==> config.mk <==
export PLATFORM = sky130hd
export DESIGN_NAME = masked_affine_pipe
export DESIGN_NICKNAME = d
export VERILOG_FILES = /design/src/rtl/masked_affine_pkg.sv /design/src/rtl/masked_affine_nibble.sv /design/src/rtl/masked_affine_pipe.sv
export SDC_FILE = /design/constraint.sdc
export NUM_CORES = 1
export LEC_CHECK = 0
export ABC_AREA = 1
export CAP_MARGIN = 15
export CORE_MARGIN = 2
export CORE_UTILIZATION = 47
export DETAILED_ROUTE_END_ITERATION = 16
export GPL_TIMING_DRIVEN = 0
export PLACE_DENSITY = 0.87
export SYNTH_ARGS = -nofsm -noshare
export SYNTH_HDL_FRONTEND = slang
export SYNTH_HIERARCHICAL = 1
export SYNTH_SLANG_ARGS = --single-unit
==> constraint.sdc <==
create_clock -name clk -period 1.15 [get_ports clk]
set_input_delay 0.1725 -clock clk [delete_from_list [all_inputs] [get_ports clk]]
set_output_delay 0.1725 -clock clk [all_outputs]
set_load 0.02 [all_outputs]
==> src/rtl/masked_affine_pkg.sv <==
// -----------------------------------------------------------------------------
// masked_affine_pkg
// Shared definitions for the masked nibble affine pipeline:
//   aff_mode_e  - run-time affine map select (identity, two permutations, NOT)
//   TX_COUNT_W  - width of the accepted-transaction counter
//   aff_perm()  - bit permutation of a single nibble for a given mode
//   aff_cpl()   - whether a mode carries the complement constant
// -----------------------------------------------------------------------------
package masked_affine_pkg;

   typedef enum logic [1:0] {
      AFF_ID  = 2'd0,
      AFF_A   = 2'd1,
      AFF_B   = 2'd2,
      AFF_NOT = 2'd3
   } aff_mode_e;

   localparam int TX_COUNT_W = 16;

   // Linear part of the map; AFF_ID and AFF_NOT share the identity wiring.
   function automatic logic [3:0] aff_perm(input aff_mode_e mode, input logic [3:0] n);
      case (mode)
         AFF_A:   aff_perm = {n[2], n[1], n[3], n[0]};
         AFF_B:   aff_perm = {n[3], n[2], n[0], n[1]};
         default: aff_perm = n;
      endcase
   endfunction

   // Every mode except identity adds the all-ones constant.
   function automatic logic aff_cpl(input aff_mode_e mode);
      aff_cpl = (mode != AFF_ID);
   endfunction

endpackage

==> src/rtl/masked_affine_nibble.sv <==
// -----------------------------------------------------------------------------
// masked_affine_nibble
// Combinational affine map of one 4-bit nibble of one share.
//   mode   in  2  affine map select
//   cpl_en in  1  add the complement constant (only ever high for share 0)
//   n      in  4  input nibble
//   y      out 4  mapped nibble
// -----------------------------------------------------------------------------
module masked_affine_nibble
   import masked_affine_pkg::*;
(
   input  aff_mode_e  mode,
   input  logic       cpl_en,
   input  logic [3:0] n,
   output logic [3:0] y
);

   assign y = aff_perm(mode, n) ^ {4{cpl_en}};

endmodule

==> src/rtl/masked_affine_pipe.sv <==
// -----------------------------------------------------------------------------
// masked_affine_pipe
// Applies a run-time-selected nibble affine map to every lane of every Boolean
// share, then passes the result through DEPTH valid/ready register stages so
// the following quadratic layer sees only registered (glitch-free) shares.
// The complement constant is added to share 0 only, so the unshared value is
// the unmasked affine map and the masking invariant holds.
//
// Optional build macro: MASKED_AFFINE_REFRESH_EN
//   adds in_rnd and XORs it into shares SHARES-2 and SHARES-1 at stage 0
//   (a share refresh that leaves the unshared value unchanged).
//
// Ports:
//   clk, rst_n           clock, asynchronous active-low reset
//   in_valid / in_ready  input handshake
//   in_mode              affine map select, captured with the data
//   in_x                 shares, share s at [s*4*LANES +: 4*LANES]
//   in_rnd               refresh mask (only with MASKED_AFFINE_REFRESH_EN)
//   out_valid / out_ready output handshake
//   out_y, out_mode      mapped shares (same packing) and their mode
//   tx_count             accepted transactions, wraps 0xFFFF -> 0
// -----------------------------------------------------------------------------
module masked_affine_pipe
   import masked_affine_pkg::*;
#(
   parameter int SHARES = 3,
   parameter int LANES  = 1,
   parameter int DEPTH  = 2
) (
   input  logic                        clk,
   input  logic                        rst_n,
   input  logic                        in_valid,
   output logic                        in_ready,
   input  logic [1:0]                  in_mode,
   input  logic [SHARES*4*LANES-1:0]   in_x,
`ifdef MASKED_AFFINE_REFRESH_EN
   input  logic [4*LANES-1:0]          in_rnd,
`endif
   output logic                        out_valid,
   input  logic                        out_ready,
   output logic [SHARES*4*LANES-1:0]   out_y,
   output logic [1:0]                  out_mode,
   output logic [TX_COUNT_W-1:0]       tx_count
);

   localparam int WIDTH = 4 * LANES;
   localparam int DW    = SHARES * WIDTH;

   aff_mode_e       in_mode_e;
   logic [DW-1:0]   map_y;
   logic [DW-1:0]   stage0_d;
   logic            adv;

   logic [DW-1:0]   data_q  [DEPTH];
   logic [1:0]      mode_q  [DEPTH];
   logic [DEPTH-1:0] valid_q;

   assign in_mode_e = aff_mode_e'(in_mode);

   // ---------------------------------------------------------------- affine
   for (genvar s = 0; s < SHARES; s++) begin : g_share
      for (genvar l = 0; l < LANES; l++) begin : g_lane
         masked_affine_nibble u_nib (
            .mode   (in_mode_e),
            .cpl_en ((s == 0) && aff_cpl(in_mode_e)),
            .n      (in_x [s*WIDTH + l*4 +: 4]),
            .y      (map_y[s*WIDTH + l*4 +: 4])
         );
      end
   end

`ifdef MASKED_AFFINE_REFRESH_EN
   // The same mask on two shares cancels in the unshared value.
   // NOTE: always_comb assigns a full default first so no path can infer a latch.
   always_comb begin
      stage0_d = map_y;
      stage0_d[(SHARES-2)*WIDTH +: WIDTH] = map_y[(SHARES-2)*WIDTH +: WIDTH] ^ in_rnd;
      stage0_d[(SHARES-1)*WIDTH +: WIDTH] = map_y[(SHARES-1)*WIDTH +: WIDTH] ^ in_rnd;
   end
`else
   assign stage0_d = map_y;
`endif

   // ------------------------------------------------------------- pipeline
   // Whole pipe moves as one; bubbles are not collapsed.
   assign adv      = !valid_q[DEPTH-1] || out_ready;
   assign in_ready = adv;

   // NOTE: sequential state uses non-blocking assignments so every stage
   // samples the pre-edge value of its predecessor.
   // NOTE: data and mode registers are reset too, because out_y/out_mode must
   // read zero after reset and stale share values must not linger.
   always_ff @(posedge clk or negedge rst_n) begin
      if (!rst_n) begin
         valid_q  <= '0;
         tx_count <= '0;
         for (int i = 0; i < DEPTH; i++) begin
            data_q[i] <= '0;
            mode_q[i] <= '0;
         end
      end else begin
         if (adv) begin
            data_q[0]  <= stage0_d;
            mode_q[0]  <= in_mode;
            valid_q[0] <= in_valid;
            for (int i = 1; i < DEPTH; i++) begin
               data_q[i]  <= data_q[i-1];
               mode_q[i]  <= mode_q[i-1];
               valid_q[i] <= valid_q[i-1];
            end
         end
         if (in_valid && adv) begin
            tx_count <= tx_count + 1'b1;
         end
      end
   end

   assign out_valid = valid_q[DEPTH-1];
   assign out_y     = data_q[DEPTH-1];
   assign out_mode  = mode_q[DEPTH-1];

endmodule
# Word level (Yosys, flattened, before mapping)
# Cells that the tools add are included.
# Widths: inputs -> output; s select.
[word_totals]
regBits = 46
latch_bits = 0
mem_bits_rw = 0
romBits = 0
input_bits = 18
output_inout_bits = 32
memories = 0
[op_classes]
addsub = 1
n_mul = 0
n_div = 0
magnitude_cmp = 0
n_eq_ne = 2
shifts = 0
mux = 3
n_bitwise = 1
reduce_logical = 4
[ops]
columns = ["op", "count"]
rows = [
  ["$pmux 4 s2", 3],
  ["$add 16x1->16 const B", 1],
  ["$xor 4x4->4", 1],
  ["$eq 2x1->1 const B", 1],
  ["$eq 2x2->1 const B", 1],
  ["$reduce_bool 2->1", 1],
  ["$logic_and 1x1->1", 1],
  ["$logic_not 1->1", 1],
  ["$logic_or 1x1->1", 1],
]

# Logic depth before layout (Yosys ltp)
# Gate-level depths: netlist of the first run.
[depth]
ltp_word = 3
ltp_mapped = 9
mapped_depth_nobuf = 9

# Hierarchy
# Netlist of the first run, hierarchy kept.
[modules_own_cells]
columns = ["mod", "n_inst", "cells_per_inst", "area_each_um2", "seq_area_each_um2"]
rows = [
  ["masked_affine_pipe", 1, 189, 2085.8, 1151.1],
  ["masked_affine_nibble", 3, 32, 153.9, 0.0],
]

# Worst setup path before layout of the first run
# OpenSTA, ideal clock, no wires.
[synth_path]
path_kind = "flip-flop to flip-flop"
from = "register tx_count[0]"
to = "register tx_count[8]"
arrival_time_ns = 1.216
required_ns = 1.027
slack_ns = -0.189
path_stages_with_launch = 6
path_buffers = 0
path_cell_list = "dfrtp_1 > ha_1 > nand3_1 > nor2_1 > nand3_1 > xor2_1"
[synth_between]
elab_chain_cells = 1
[synth_lines]
columns = ["item", "line", "text"]
rows = [
  ["from (decl)", "masked_affine_pipe.sv:43", "output logic [TX_COUNT_W-1:0] tx_count"],
  ["from (signal assigned)", "masked_affine_pipe.sv:113", "tx_count <= tx_count + 1'b1;"],
  ["$add 16x1->16", "masked_affine_pipe.sv:113", ""],
]
# Every way passes these cells.
# A chain may end at the register's enable or synchronous reset.

# Final worst setup path of the first run
[layout_path]
from = "input in_mode[1]"
to = "register data_q[12] (netlist name)"
[layout_between]
elab_chain_cells = 3
word_cells_on_any_way = 5
cone_classes = "eq/ne (2); mux (1); bitwise (1); reduce/logical (1)"
[layout_lines]
columns = ["item", "line", "text"]
rows = [
  ["from (decl)", "masked_affine_pipe.sv:34", "input logic [1:0] in_mode,"],
  ["$eq 2x2->1 or $eq 2x1->1 (tied branches)", "masked_affine_pkg.sv:22", "case (mode)"],
  ["$pmux 4 s2", "masked_affine_pkg.sv:22", ""],
  ["$xor 4x4->4 *", "masked_affine_nibble.sv:18", "assign y = aff_perm(mode, n) ^ {4{cpl_en}};"],
  ["net map_y[0]", "masked_affine_pipe.sv:50", "logic [DW-1:0] map_y;"],
  ["to (signal, indexed assignment)", "masked_affine_pipe.sv:107", "data_q[i] <= data_q[i-1];"],
  ["to (decl)", "masked_affine_pipe.sv:54", "logic [DW-1:0] data_q [DEPTH];"],
]
# Mark *: on every way through the listed nets, which the timed path passes. The rest lies on a longest branch.

==> results of run 1 <==
kinds of logic after synthesis:
family	count (synthesis)	share of synthesized area, %
AOI/OAI and AO/OA	10	1.96
muxes	28	12.4
buffers and inverters	48	9.38
xor gates and xnor gates	10	3.44
and+or+nand+nor	135	24.1
DFF	46	45.2
adders and majority gates	7	3.44
other	1	0.147
power by group through the flow:
stage	sequential (mW)	combinational [mW]	clock (mW)
after detailed placement	2.34	2.07	0
after CTS	2.31	2.15	1.03
final	2.37	2.93	1.04
after floorplan	2.43	1.16	0
after global placement	2.32	2.01	0
after global routing	2.41	3.07	1.13
worst paths after layout:
path | to | depth (start not counted) | startpoint
setup / recovery | data_q[12]$_DFFE_PN0P_ | 8 | in_mode[1]
hold / removal | mode_q[2]$_DFFE_PN0P_ | 2 | in_mode[0]
setup reg to reg | tx_count[12]$_DFFE_PN0P_ | 8 | tx_count[0]$_DFFE_PN0P_
hold reg to reg | tx_count[15]$_DFFE_PN0P_ | 2 | tx_count[15]$_DFFE_PN0P_
max in group asynchronous | tx_count[7]$_DFFE_PN0P_ | 3 | rst_n
min in group asynchronous | out_y[9]$_DFFE_PN0P_ | 2 | rst_n
metrics by stage:
step	total power, mW	setup WS (ns)	area, um^2
CTS	5.49	-0.0967	3490
global placement	4.32	-1.44	3320
global route	6.60	-0.177	3880
floorplan	3.59	-0.0468	2740
finish	6.34	-0.147	3880
detailed placement	4.42	-1.20	3340
sequential cells by signal (all words and copies together), names as in the netlist:
signal,cells
data_q,12
out_mode,2
out_y,12
tx_count,16
valid_q,2
mode_q,2
cell type report:
type,instances,area [um^2],share of cell area (%)
flip-flops and latches,46,1160,30.0
clock inverters,1,5.00,0.129
inverters,31,156,4.03
well taps,70,87.6,2.26
clock buffers,7,86.3,2.22
plain buffers,12,121,3.13
repair buffers,84,785,20.2
multi-input cells,200,1480,38.0
repair_timing:
item | CTS | global route
setup endpoints to repair | 63 | 57
gates cloned | 1 | 1
hold buffers | 1 | 0
buffers inserted | 13 | 18
endpoints found under the hold margin | 15 | 0
pin swaps | 2 | 18
gates resized for setup | 163 | 72
layer usage:
| layer | GRT usage, % | vias to the layer above |
|---|---|---|
| met3 | 3.84 | 20 |
| met4 | 6.96 | 0 |
| li1 | - | 1083 |
| met1 | 23.5 | 1195 |
| met5 | 0 | - |
| met2 | 36.8 | 100 |
Yosys cell counts, drive strengths merged:
master,number
nand2,79
dfrtp,46
inv,31
nand3,31
mux2,28
buf,17
nor2,15
o21ai,10
xor2,8
ha,7
nand4,4
or2,4
xnor2,2
conb,1
nand3b,1
nor3,1
worst register-to-register path, stage by stage (launching register included):
cell     delay [ns]
dfrtp_2        0.44
ha_4           0.20
inv_4          0.05
nor2_4         0.11
nand3_2        0.08
nand2_1        0.07
nand2_1        0.07
nand2_1        0.09
nand2_1        0.07
==> qor.yml, run 1 <==
outcome: "finished, violations left"
violations: "setup timing"
p_leak_nw: 1.95
die_area_um2: 6020
worstPathCellList: "buf_4 -> inv_1 -> ha_1 -> o21ai_1 -> nand2_1 -> nand2_1 -> nand2_1 -> mux2_4"
grt_max_degree: 32
crit_family: "simple AND/OR/NAND/NOR gates"
synth_top_cell_by_area: "dfrtp_1"
clock-sinks: 46
pwr_density_cell_nw_per_um2: 1630
first_global_vias: 2107
n_antenna_cell: 0
pwr-share-seq_pct: 37.4
ir_drop_mv: 1.01
coreArea_um2: 5170
io-pin-count: 50
switchingPower_mw: 2.30
clock_skew_ns: 0.00569
crit_top_cell: "nand2_1"
hold_viol: 0
totalWireLength_mm: 7.43
area_growth_pct: 52.4
wl_met2_mm: 4.06
cts_buffers: 5
rows: 26
fmax_mhz: 771
setup_viol: 45
drc: 0
portBuffers: 49
timing.final.crit_share_pct: 113
fp.dieW_um: 77.6
top_layer: "met4"
pwr-share-comb_pct: 46.2
cts_buffer_depth: 2
synth_area_um2: 2550
final_cell_mix: "nand2_1 (69), dfrtp_1 (36), buf_4 (33), nand3_1 (26), buf_6 (25)"
wl_per_cell_um: 16.5
critical_path_peak_fanout: 8
vias: 2398
ys_seq_area_share_pct: 45.2
final_nets: 405
setup_ws_ns: -0.147
clkLatencyLatePin_ns: 0.30
cp-end-kind: "flop"
hold_ws_ns: 0.248
ys_types: 23
cpPeakStageDelay_ns: 0.27
grt_first_pass_wirelength_mm: 9.72
fin_tns_setup_ns: -3.52
grt.total_usage_pct: 20.2
rrSetupSlack_ns: -0.15
final_common_cell: "nand2_1"
switching_share_pct: 36.3
layout.cells.non_filler: 451
die-height_um: 77.6
drt-met1-wl_mm: 2.90
ys_seq_elements: 46
clk_pin_slew_ns: 0.09
met3_length_um: 292
fill_cells: 297
fin_util_pct: 75.0
critPathKind: "in2reg"
cap_violations: 0
cts-root-buf: "clkbuf_8"
internal_power_mw: 4.04
syn_avg_cell_area_um2: 8.94
rsz0062_at_grt: "yes"
cpMaxStageDelayCell: "o21ai_1"
drv_slew: 0
yosysWarnings: 6
routed_via_density: 5.32
required_ns: 1.34
yosys.area.top_type_share_pct: 45.2
cts_tree: "done"
gr-total-overflow: 0
drtPass1Iterations: 5
cp.buffers_inverters: 2
htreeDepth: 2
crit_arrival_ns: 1.49
clock_power_share_pct: 16.4
synth_area_leaders: "dfrtp_1 (45%), mux2_2 (12%), nand2_1 (11%)"
hold_path.class: "in2reg"
drive_above_1_share_pct: 44.6
min_period_ns: 1.30
antenna_found_initial: 0
initialDrtViolationCount: 194
gp_congestion: 0.824
startpoint_type: "input port"
start_util_pct: 49.3
synthCells: 285
place_hpwl_mm: 3.91
dp_cells: 414
ant_nets: 0
(Power assumes the default switching activity.)
==> run 2, diff against run 1 <==
--- a/config.mk
+++ b/config.mk
@@ -6,13 +6,12 @@
 export NUM_CORES = 1
 export LEC_CHECK = 0
 export ABC_AREA = 1
-export CAP_MARGIN = 15
+export CAP_MARGIN = 20
 export CORE_MARGIN = 2
-export CORE_UTILIZATION = 47
+export CORE_UTILIZATION = 46
 export DETAILED_ROUTE_END_ITERATION = 16
 export GPL_TIMING_DRIVEN = 0
-export PLACE_DENSITY = 0.87
+export PLACE_DENSITY = 0.86
 export SYNTH_ARGS = -nofsm -noshare
 export SYNTH_HDL_FRONTEND = slang
-export SYNTH_HIERARCHICAL = 1
 export SYNTH_SLANG_ARGS = --single-unit
==> run 2 against run 1 <==
  * The run still ends with setup timing left
  * Fmax is 5.9% lower
  * Sequential cell count stayed put
  * Final area is 6.9% lower
  * Final cell count is 2.0% higher
==> qor.yml, run 2 <==
cp-end-kind: "flop"
crit_arrival_ns: 1.59
ir_drop_mv: 0.959
yosys.area.top_type_share_pct: 48.8
startpoint_type: "flop"
cap_violations: 0
syn-num-nets: 314
synth_area_leaders: "dfrtp_1 (49%), nand2_1 (19%), buf_4 (4.5%)"
min_period_ns: 1.38
cts_tree: "done"
htreeDepth: 2
ff_latch_area_um2: 1160
maxSlewHeadroom_pct: 80.5
ys_seq_area_share_pct: 48.8
yosysMostFrequentCell: "nand2_1"
clock_skew_ns: 0.00176
p_leak_nw: 1.81
dp_slack_ns: -0.802
rows: 26
critical_path_peak_fanout: 5
area_growth_pct: 53.2
syn_avg_cell_area_um2: 8.08
multi_input_area_um2: 1150
synth_common_cells: "nand2_1 (117), dfrtp_1 (46), inv_1 (26)"
cts_buffer_depth: 2
synth_edf_count: 0
clkLatencyLatePin_ns: 0.30
final_cell_mix: "nand2_1 (96), buf_4 (47), dfrtp_1 (40), buf_6 (20), nand2_2 (19)"
worst_pin_slew_ns: 0.292
violations: "setup timing"
setup_ws_ns: -0.228
totalWireLength_mm: 6.43
drc: 0
die_area_um2: 5720
antenna_found_initial: 0
n_antenna_cell: 0
place_hpwl_mm: 3.65
gr-total-overflow: 0
initialDrtViolationCount: 94
largest_reg_flops: 16
largest-register: "tx_count"
hold_path.class: "in2reg"
outcome: "finished, violations left"
hold_viol: 0
setup_viol: 40
async_reset_ff_share_pct: 100
synth_top_cell_by_area: "dfrtp_1"
fp.dieW_um: 75.6
synthFlopType: "dfrtp_1"
synthCells: 292
hold_ws_ns: 0.156
critPathKind: "reg2reg"
cts-root-buf: "clkbuf_8"
pwr_density_cell_nw_per_um2: 1620
ys_seq_elements: 46
start_util_pct: 46.8
ys_types: 27
drv_slew: 0
gp_congestion: 0.841
portBuffers: 49
drive_above_1_share_pct: 42.8
clk_pin_slew_ns: 0.08
die-height_um: 75.6
ant_nets: 0
final_nets: 412
grt_first_pass_wirelength_mm: 9.03
fill_cells: 365
routed_via_density: 5.00
synth_area_um2: 2360
yosysWarnings: 0
grt_max_degree: 38
timing.final.crit_share_pct: 120
final_common_cell: "nand2_1"
first_global_vias: 2121
required_ns: 1.36
io-pin-count: 50
coreArea_um2: 5040
cts_buffers: 5
fmax_mhz: 726
clock-sinks: 46
rsz0062_at_grt: "yes"
vias: 2302
wl_per_cell_um: 14.0
grt.total_usage_pct: 20.6
drtPass1Iterations: 4
## run 2: cell count changes in the layout (fill, tap and decap cells not counted), sizes merged, moves of 4 or more
| cell | previous run | this run |
|---|---|---|
| a31oi | 0 | 6 |
| buf | 79 | 91 |
| conb | 10 | 0 |
| mux2 | 28 | 0 |
| nand2 | 79 | 120 |
| nand3 | 31 | 13 |
| nor2 | 15 | 21 |
| o211ai | 0 | 4 |
| or2 | 4 | 0 |
## run 2: through the flow
step	setup TNS, ns	utilization, %	total power [mW]	cell area [um^2]	std cells
detailed placement	-16.74	59.6	4.14	3000	412
finish	-2.95	71.7	5.86	3610	460
global placement	-75.75	59.3	4.07	2990	411
global route	-4.77	71.7	6.20	3610	460
floorplan	-0.0658	-	3.37	2410	292
CTS	-0.825	65.0	5.38	3280	443
## run 2: report_power, final
part | switching [mW] | total (mW) | internal [mW]
Combinational | 1.20 | 2.36 | 1.16
Sequential | 0.309 | 2.27 | 1.96
Clock | 0.541 | 1.24 | 0.695
## run 2: critical path, cell delays in order (launching register included)
cell and delay, ns:
dfrtp_2 0.44, nand2_4 0.10, buf_6 0.11, buf_12 0.10
nand2_8 0.07, nor2_4 0.16, nand3_2 0.09, xnor2_1 0.20
## run 2: routing by layer
| metal | vias to the layer above | global-route usage (%) | routed length, um |
|---|---|---|---|
| met4 | 0 | 5.85 | 136 |
| met2 | 79 | 36.9 | 3520 |
| met3 | 16 | 4.50 | 293 |
| met5 | - | 0 | 0 |
| li1 | 1098 | - | - |
| met1 | 1109 | 25.0 | 2480 |
## run 2: logic make-up (layout without fill, tap and decap cells)
group	Yosys count	count (layout)	synth area share, %
fa+ha+maj	4	4	2.12
buf+inv	49	147	10.9
simple gates	163	163	28.7
flops	46	46	48.8
compound gates	20	20	5.78
xor+xnor	10	10	3.71
## run 2: what timing repair did
action,CTS,global route
endpoints found under the hold margin,9,0
endpoints found under the setup margin,60,60
gates resized for setup,158,76
gates cloned,0,4
pin swaps,6,14
buffers inserted,23,13
hold buffers,1,0
## run 2: layout make-up
type | instances | area share (%)
buffer | 21 | 5.30
clock buffer | 6 | 2.28
clock inverter | 1 | 0.831
inverter | 28 | 3.18
multi-input combinational | 197 | 31.9
sequential | 46 | 32.1
tap | 70 | 2.42
timing repair buffer | 91 | 22.0
## run 2: worst paths after layout
kind,start,end,slack [ns],cells after the start
hold / removal,in_mode[1],mode_q[3]$_DFFE_PN0P_,0.16,3
setup / recovery,valid_q[1]$_DFFE_PN0P_,tx_count[7]$_DFFE_PN0P_,-0.23,7
min in group asynchronous,rst_n,tx_count[7]$_DFFE_PN0P_,0.27,2
max in group asynchronous,rst_n,valid_q[1]$_DFFE_PN0P_,0.41,3
setup reg to reg,valid_q[1]$_DFFE_PN0P_,tx_count[7]$_DFFE_PN0P_,-0.23,7
hold reg to reg,valid_q[0]$_DFFE_PN0P_,valid_q[1]$_DFFE_PN0P_,0.47,2
